==> src/rtl/cpu_drv_pkg.sv <==
// cpu_drv_pkg
// Shared definitions for the CPU request driver: opcode values, FSM state
// encoding, prog_word field offsets, the decoded program-entry struct and
// small helper functions used by cpu_req_driver.
package cpu_drv_pkg;

  // Width of one program word: {op[66:65], expect_en[64], addr[63:32], data[31:0]}
  localparam int PROG_W   = 67;
  localparam int OP_MSB   = 66;
  localparam int OP_LSB   = 65;
  localparam int EXP_BIT  = 64;
  localparam int ADDR_MSB = 63;
  localparam int ADDR_LSB = 32;
  localparam int DATA_MSB = 31;
  localparam int DATA_LSB = 0;

  // Opcodes
  localparam logic [1:0] OP_DELAY = 2'b00;
  localparam logic [1:0] OP_READ  = 2'b01;
  localparam logic [1:0] OP_WRITE = 2'b10;
  localparam logic [1:0] OP_HALT  = 2'b11;

  // FSM state encoding
  localparam logic [2:0] ST_IDLE    = 3'd0;
  localparam logic [2:0] ST_FETCH   = 3'd1;
  localparam logic [2:0] ST_ISSUE   = 3'd2;
  localparam logic [2:0] ST_WAIT_RD = 3'd3;
  localparam logic [2:0] ST_WAIT_WR = 3'd4;
  localparam logic [2:0] ST_DELAY   = 3'd5;
  localparam logic [2:0] ST_DONE    = 3'd6;
  localparam logic [2:0] ST_ERROR   = 3'd7;

  typedef struct packed {
    logic [1:0]  op;
    logic        exp_en;
    logic [31:0] addr;
    logic [31:0] data;
  } prog_entry_t;

  // Split a raw program word into its fields
  function automatic prog_entry_t decode_word(input logic [PROG_W-1:0] w);
    prog_entry_t e;
    e.op     = w[OP_MSB:OP_LSB];
    e.exp_en = w[EXP_BIT];
    e.addr   = w[ADDR_MSB:ADDR_LSB];
    e.data   = w[DATA_MSB:DATA_LSB];
    return e;
  endfunction

  // Delay count preload: the DELAY state dwells (count+1) cycles, and a
  // requested length of 0 still takes one cycle.
  function automatic logic [7:0] delay_load(input logic [7:0] n);
    return (n == 8'd0) ? 8'd0 : (n - 8'd1);
  endfunction

endpackage

==> src/rtl/cpu_drv_prog_mem.sv <==
// cpu_drv_prog_mem
// Program store for cpu_req_driver: DEPTH x 67-bit register file with a
// synchronous write port and an asynchronous read port. Not reset.
// Ports:
//   clk   - clock
//   we    - write enable (already gated by the driver's busy flag)
//   waddr - write address
//   wdata - write word
//   raddr - read address
//   rdata - read word (combinational)
module cpu_drv_prog_mem
  import cpu_drv_pkg::*;
#(
  parameter int DEPTH = 16,
  parameter int AW    = $clog2(DEPTH)
) (
  input  logic              clk,
  input  logic              we,
  input  logic [AW-1:0]     waddr,
  input  logic [PROG_W-1:0] wdata,
  input  logic [AW-1:0]     raddr,
  output logic [PROG_W-1:0] rdata
);

  logic [PROG_W-1:0] mem_r [DEPTH];

  // Synchronous write port
  always_ff @(posedge clk) begin
    if (we) begin
      mem_r[waddr] <= wdata;
    end
  end

  assign rdata = mem_r[raddr];

endmodule

==> src/rtl/cpu_req_driver.sv <==
// cpu_req_driver
// Processor-side initiator for one L1 CPU port. Runs a loaded program of
// READ / WRITE / DELAY / HALT entries against the cache handshake, checks
// read data against expected values and reports progress and errors.
// Ports:
//   clk, reset        - clock, synchronous active-low reset
//   prog_wren/addr/word - program load port (ignored while busy)
//   start             - begin execution at entry 0
//   interface_ready, pause, rd_data, rd_data_valid - cache / arbiter side
//   addr_out, wr_data, rden, wren - request to the cache
//   busy, done, pc    - progress
//   last_rd_data, mismatch_cnt, timeout_err, protocol_err - results/errors
module cpu_req_driver
  import cpu_drv_pkg::*;
#(
  parameter int PROG_DEPTH = 16,
  parameter int TIMEOUT    = 64,
  parameter int CNT_W      = 8
) (
  input  logic                          clk,
  input  logic                          reset,
  input  logic                          prog_wren,
  input  logic [$clog2(PROG_DEPTH)-1:0] prog_addr,
  input  logic [66:0]                   prog_word,
  input  logic                          start,
  input  logic                          interface_ready,
  input  logic                          pause,
  input  logic [31:0]                   rd_data,
  input  logic                          rd_data_valid,
  output logic [31:0]                   addr_out,
  output logic [31:0]                   wr_data,
  output logic                          rden,
  output logic                          wren,
  output logic                          busy,
  output logic                          done,
  output logic [$clog2(PROG_DEPTH)-1:0] pc,
  output logic [31:0]                   last_rd_data,
  output logic [CNT_W-1:0]              mismatch_cnt,
  output logic                          timeout_err,
  output logic                          protocol_err
);

  localparam int                AW       = $clog2(PROG_DEPTH);
  localparam int                TW       = $clog2(TIMEOUT + 1);
  localparam logic [AW-1:0]     PC_LAST  = AW'(PROG_DEPTH - 1);
  localparam logic [TW-1:0]     TMO_LAST = TW'(TIMEOUT - 1);
  localparam logic [CNT_W-1:0]  CNT_MAX  = {CNT_W{1'b1}};

  logic [2:0]        state_r;
  logic [AW-1:0]     pc_r;
  logic [1:0]        op_r;
  logic              exp_r;
  logic [31:0]       addr_r;
  logic [31:0]       data_r;
  logic [31:0]       last_rd_r;
  logic [CNT_W-1:0]  mis_cnt_r;
  logic              tmo_err_r;
  logic              prot_err_r;
  logic              busy_r;
  logic              done_r;
  logic [TW-1:0]     tmo_cnt_r;
  logic [7:0]        dly_cnt_r;

  logic [PROG_W-1:0] mem_word_s;
  prog_entry_t       entry_s;
  logic              pc_last_s;
  logic              mem_we_s;

  // Program loads are only honoured while the program is not running
  assign mem_we_s = prog_wren & ~busy_r;

  cpu_drv_prog_mem #(
    .DEPTH (PROG_DEPTH),
    .AW    (AW)
  ) u_prog_mem (
    .clk   (clk),
    .we    (mem_we_s),
    .waddr (prog_addr),
    .wdata (prog_word),
    .raddr (pc_r),
    .rdata (mem_word_s)
  );

  assign entry_s   = decode_word(mem_word_s);
  assign pc_last_s = (pc_r == PC_LAST);

  // Request strobes: combinational from ISSUE, gated by readiness and pause
  always_comb begin
    rden = 1'b0;
    wren = 1'b0;
    if ((state_r == ST_ISSUE) && interface_ready && !pause) begin
      if (op_r == OP_READ) begin
        rden = 1'b1;
      end else if (op_r == OP_WRITE) begin
        wren = 1'b1;
      end else begin
        rden = 1'b0;
        wren = 1'b0;
      end
    end else begin
      rden = 1'b0;
      wren = 1'b0;
    end
  end

  // Main sequencer: FSM, pc, counters, compare and sticky error flags
  always_ff @(posedge clk) begin
    if (!reset) begin
      state_r    <= ST_IDLE;
      pc_r       <= '0;
      op_r       <= 2'b00;
      exp_r      <= 1'b0;
      addr_r     <= 32'd0;
      data_r     <= 32'd0;
      last_rd_r  <= 32'd0;
      mis_cnt_r  <= '0;
      tmo_err_r  <= 1'b0;
      prot_err_r <= 1'b0;
      busy_r     <= 1'b0;
      done_r     <= 1'b0;
      tmo_cnt_r  <= '0;
      dly_cnt_r  <= 8'd0;
    end else begin
      // Read data outside a read wait (including on the acceptance edge,
      // when the state is still ISSUE) is a protocol violation.
      if (rd_data_valid && (state_r != ST_WAIT_RD)) begin
        prot_err_r <= 1'b1;
      end

      case (state_r)
        ST_IDLE, ST_DONE, ST_ERROR: begin
          if (start) begin
            state_r    <= ST_FETCH;
            pc_r       <= '0;
            mis_cnt_r  <= '0;
            tmo_err_r  <= 1'b0;
            prot_err_r <= 1'b0;
            busy_r     <= 1'b1;
            done_r     <= 1'b0;
          end
        end

        ST_FETCH: begin
          addr_r <= entry_s.addr;
          data_r <= entry_s.data;
          op_r   <= entry_s.op;
          exp_r  <= entry_s.exp_en;
          case (entry_s.op)
            OP_DELAY: begin
              dly_cnt_r <= delay_load(entry_s.data[7:0]);
              state_r   <= ST_DELAY;
            end
            OP_READ, OP_WRITE: begin
              state_r <= ST_ISSUE;
            end
            OP_HALT: begin
              state_r <= ST_DONE;
              busy_r  <= 1'b0;
              done_r  <= 1'b1;
            end
            default: begin
              state_r <= ST_IDLE;
            end
          endcase
        end

        ST_ISSUE: begin
          if (rden) begin
            state_r   <= ST_WAIT_RD;
            tmo_cnt_r <= '0;
          end else if (wren) begin
            state_r   <= ST_WAIT_WR;
            tmo_cnt_r <= '0;
          end
        end

        ST_WAIT_RD: begin
          // pause does not hold off returning data
          if (rd_data_valid) begin
            last_rd_r <= rd_data;
            if (exp_r && (rd_data != data_r) && (mis_cnt_r != CNT_MAX)) begin
              mis_cnt_r <= mis_cnt_r + {{(CNT_W-1){1'b0}}, 1'b1};
            end
            if (pc_last_s) begin
              state_r <= ST_DONE;
              busy_r  <= 1'b0;
              done_r  <= 1'b1;
            end else begin
              pc_r    <= pc_r + AW'(1);
              state_r <= ST_FETCH;
            end
          end else if (tmo_cnt_r == TMO_LAST) begin
            tmo_err_r <= 1'b1;
            state_r   <= ST_ERROR;
            busy_r    <= 1'b0;
            done_r    <= 1'b1;
          end else begin
            tmo_cnt_r <= tmo_cnt_r + TW'(1);
          end
        end

        ST_WAIT_WR: begin
          // Write completes once the cache is ready again and not paused
          if (interface_ready && !pause) begin
            if (pc_last_s) begin
              state_r <= ST_DONE;
              busy_r  <= 1'b0;
              done_r  <= 1'b1;
            end else begin
              pc_r    <= pc_r + AW'(1);
              state_r <= ST_FETCH;
            end
          end else if (tmo_cnt_r == TMO_LAST) begin
            tmo_err_r <= 1'b1;
            state_r   <= ST_ERROR;
            busy_r    <= 1'b0;
            done_r    <= 1'b1;
          end else begin
            tmo_cnt_r <= tmo_cnt_r + TW'(1);
          end
        end

        ST_DELAY: begin
          // Wall-clock delay: pause is deliberately ignored
          if (dly_cnt_r == 8'd0) begin
            if (pc_last_s) begin
              state_r <= ST_DONE;
              busy_r  <= 1'b0;
              done_r  <= 1'b1;
            end else begin
              pc_r    <= pc_r + AW'(1);
              state_r <= ST_FETCH;
            end
          end else begin
            dly_cnt_r <= dly_cnt_r - 8'd1;
          end
        end

        default: begin
          state_r <= ST_IDLE;
        end
      endcase
    end
  end

  assign addr_out     = addr_r;
  assign wr_data      = data_r;
  assign busy         = busy_r;
  assign done         = done_r;
  assign pc           = pc_r;
  assign last_rd_data = last_rd_r;
  assign mismatch_cnt = mis_cnt_r;
  assign timeout_err  = tmo_err_r;
  assign protocol_err = prot_err_r;

endmodule

==> config.mk <==
export PLATFORM = sky130hd
export DESIGN_NAME = cpu_req_driver
export DESIGN_NICKNAME = d
export VERILOG_FILES = /design/src/rtl/cpu_drv_pkg.sv /design/src/rtl/cpu_drv_prog_mem.sv /design/src/rtl/cpu_req_driver.sv
export SDC_FILE = /design/constraint.sdc
export NUM_CORES = 1
export LEC_CHECK = 0
export CORE_ASPECT_RATIO = 0.7
export CORE_MARGIN = 2
export CORE_UTILIZATION = 54
export DETAILED_ROUTE_END_ITERATION = 8
export PLACE_DENSITY_LB_ADDON = 0.2
export SLEW_MARGIN = 20
export SYNTH_ARGS = -nofsm -noshare
export SYNTH_HDL_FRONTEND = slang
export SYNTH_SLANG_ARGS = --single-unit
==> constraint.sdc <==
create_clock -name clk -period 10.3 [get_ports clk]
set_input_delay 2.575 -clock clk [delete_from_list [all_inputs] [get_ports clk]]
set_output_delay 2.575 -clock clk [all_outputs]
set_load 0.02 [all_outputs]
==> impl_metrics.ini <==
[power]
ir_drop_v = 0.000150
p_total_mw = 11.8
total_leakage_power_nw = 16.6
powerDensity_nw_per_um2 = 220

[synthesis]
synth_ff_type = edfxtp_1
synth_cell_types = 60
synth_top_area_share_pct = 69.6
seq_area_frac_synth_pct = 75.5
synth_fp_nets = 2429
synth.avg_cell_area_um2 = 20.0
synthCells = 2310
ys.warnings.count = 0
ys_ff_latch = 1209
yosys.area.top_type = edfxtp_1
async_reset_ff_share_pct = 0
synth_edf_count = 1072
synth_area_um2 = 46300
synth_area_leaders = edfxtp_1, mux4_2, dfxtp_1
post-synth-top-count-cell = edfxtp_1
netlist_top_cells_count = edfxtp_1, mux4_2, nand2_1, dfxtp_1, a21oi_1

[worst_setup_path]
end_kind = primary output
cp_slowest_cell = clkdlybuf4s50_1
r2r_end = dly_cnt_r[2]
crit_path_frequent_cell = clkdlybuf4s50_1
timing.reg2reg.setup_slack_ns = 5.74
reg2reg_depth = 7
crit_type = input pin to primary output
cpPeakStageDelay_ns = 0.61
worstPathMaxFanout = 6
cp-start-kind = input pin
path_cells = clkdlybuf4s50_1 > nor2b_1 > nand4b_1 > inv_1 > clkdlybuf4s50_1
cp.arrival_ns = 4.38
cp_data_required_time_ns = 7.73

[place]
placed_cells = 3599
placedInstanceArea_um2 = 49900
io_buffers = 223
hpwlAfterDp_um = 57500
place_congestion = 0.882

[hold_path]
hold_class = flop to flop
hold_depth = 2
hp-start = last_rd_data[5]
holdPathEnd = last_rd_data[5]

[global_routing]
antenna_found_initial = 8
grt_pass1_vias = 23900
grt_max_degree = 113
grt_pass1_wl_um = 157000
grt_use_total_pct = 24.1
grt-ovfl-total = 0

[layout]
fin_cells = 3803
nFillCells = 5721
seqCellArea_um2 = 34900
final_cell_area_um2 = 53500
drive_gt1_share_pct = 20.8
multi_input_area_um2 = 10900
fin_nets = 2693
area_delta_synth_final_pct = 15.7

[drt]
vias_per_cell = 6.15
drc = 0
first_iter_violations = 2414
dr.pass1.iters = 6
drt_wl_total_um = 106000
vias = 23400
antenna_left = 0
wl_per_cell_um = 27.8

[sta]
setup_viol = 0
rsz0062_at_grt = false
finalCriticalPeriod_ns = 6.96
slew_headroom_pct = 30.8
tns_ns = 0
clock.fmax_mhz = 144
finClkSkew_ns = 0.0282
drv_slew = 0
fin_crit_sh_pct = 67.5
finalHoldViolations = 0
tightest_slew_ns = 1.04

[outcome]
status = completed

[die]
die_h_um = 249
core_um2 = 84500
die-area_um2 = 88100
rows = 89
die_width_um = 354
io_pins = 224
start_util_pct = 54.8

[clock_network]
root_buffer = clkbuf_16
cts_setup_buffers = 0
cts_tree = done
clkTransAtPathRegs_ns = 0.06
ctsResizeCount = 0
htree_levels = 3
clk_path_buf_depth = 3
cts_sinks = 1209
clk_latency_ns = 0.69
ctsHoldBuffers = 0
cts_made_buffers = 110

[run]
drv_cap = 0
==> critical path, delay by kind of cell <==
kind | cells | cell delay (ns)
simple gates | 2 | 0.58
buf+inv | 3 | 1.22
==> worst max path at each step <==
stage / end / cells past startpoint / from / slack, ns
2_1_floorplan: u_prog_mem.mem_r[1][0] / 3 / prog_wren / 2.04
3_3_place_gp: rden / 5 / interface_ready / 3.37
3_5_place_dp: rden / 5 / interface_ready / 3.37
4_1_cts: rden / 5 / interface_ready / 3.36
5_1_grt: rden / 5 / interface_ready / 3.24
6_report: rden / 5 / interface_ready / 3.34
==> sequential cells by signal, summed over array words and instances, names as in the netlist, named ones only <==
signal            flops
last_rd_data         32
op_r                  2
done                  1
tmo_cnt_r             7
addr_out             32
exp_r                 1
u_prog_mem.mem_r   1072
state_r               3
pc                    4
wr_data              32
protocol_err          1
timeout_err           1
dly_cnt_r             8
mismatch_cnt          8
busy                  1
==> layout by cell type, fill, tap and decap left out, drive strengths merged, types with 5 or more instances in the layout <==
cell and n:
a2111oi 5, a211oi 7, a21oi 112, a221oi 9, a22oi 9, and3 5, buf 49, bufinv 11
clkbuf 144, clkdlybuf4s50 223, clkinv 43, dfxtp 137, edfxtp 1072, ha 9, inv 22, mux2i 25
mux4 319, nand2 222, nand2b 8, nand3 7, nand4 9, nor2 51, nor2b 6, nor3 18
nor4 10, o21ai 22, xnor2 13, xor2 40
==> power breakdown <==
| group | internal [mW] | total [mW] | switching, mW | leakage (nW) |
|---|---|---|---|---|
| logic | 0.953 | 2.04 | 1.08 | 4.08 |
| clock network | 2.31 | 4.05 | 1.74 | 1.74 |
| registers | 5.51 | 5.68 | 0.170 | 10.8 |
| total | 8.78 | 11.8 | 2.99 | 16.6 |
==> stage by stage <==
step,hold slack (ns),setup WS (ns),utilization (%)
2_1_floorplan,0.436,2.04,-
6_report,0.456,3.34,63.3
3_3_place_gp,0.440,3.37,59.1
4_1_cts,0.455,3.36,63.3
3_5_place_dp,0.446,3.37,59.1
5_1_grt,0.479,3.24,63.3
==> cell families after synthesis <==
| family | synth area share [%] |
|---|---|
| AO/OA/AOI/OAI | 2.58 |
| adder cells (fa/ha/maj) | 0.243 |
| multiplexers | 16.1 |
| AND/OR/NAND/NOR | 3.34 |
| buffers and inverters | 1.25 |
| flip-flops | 75.5 |
| XOR/XNOR | 1.00 |
==> metal layers <==
metal,GRT usage [%],wire [um],share of wire [%],up-vias
met5,0,76,0.072,-
met4,5.73,2120,2.0,14
met3,4.37,7210,6.8,159
met2,38.8,51400,49,892
met1,34.8,45000,43,12400
li1,-,-,-,9933
==> layout make-up <==
cell class,instances,share of cell area [%]
clock buffers,144,5.59
multi-input cells,960,20.3
repair buffers,272,4.88
clock inverters,58,1.08
inverters,21,0.157
diodes,2,0.00935
flip-flops and latches,1209,65.3
well taps,1137,2.66
Note: power is estimated with default switching activity, not from simulation.
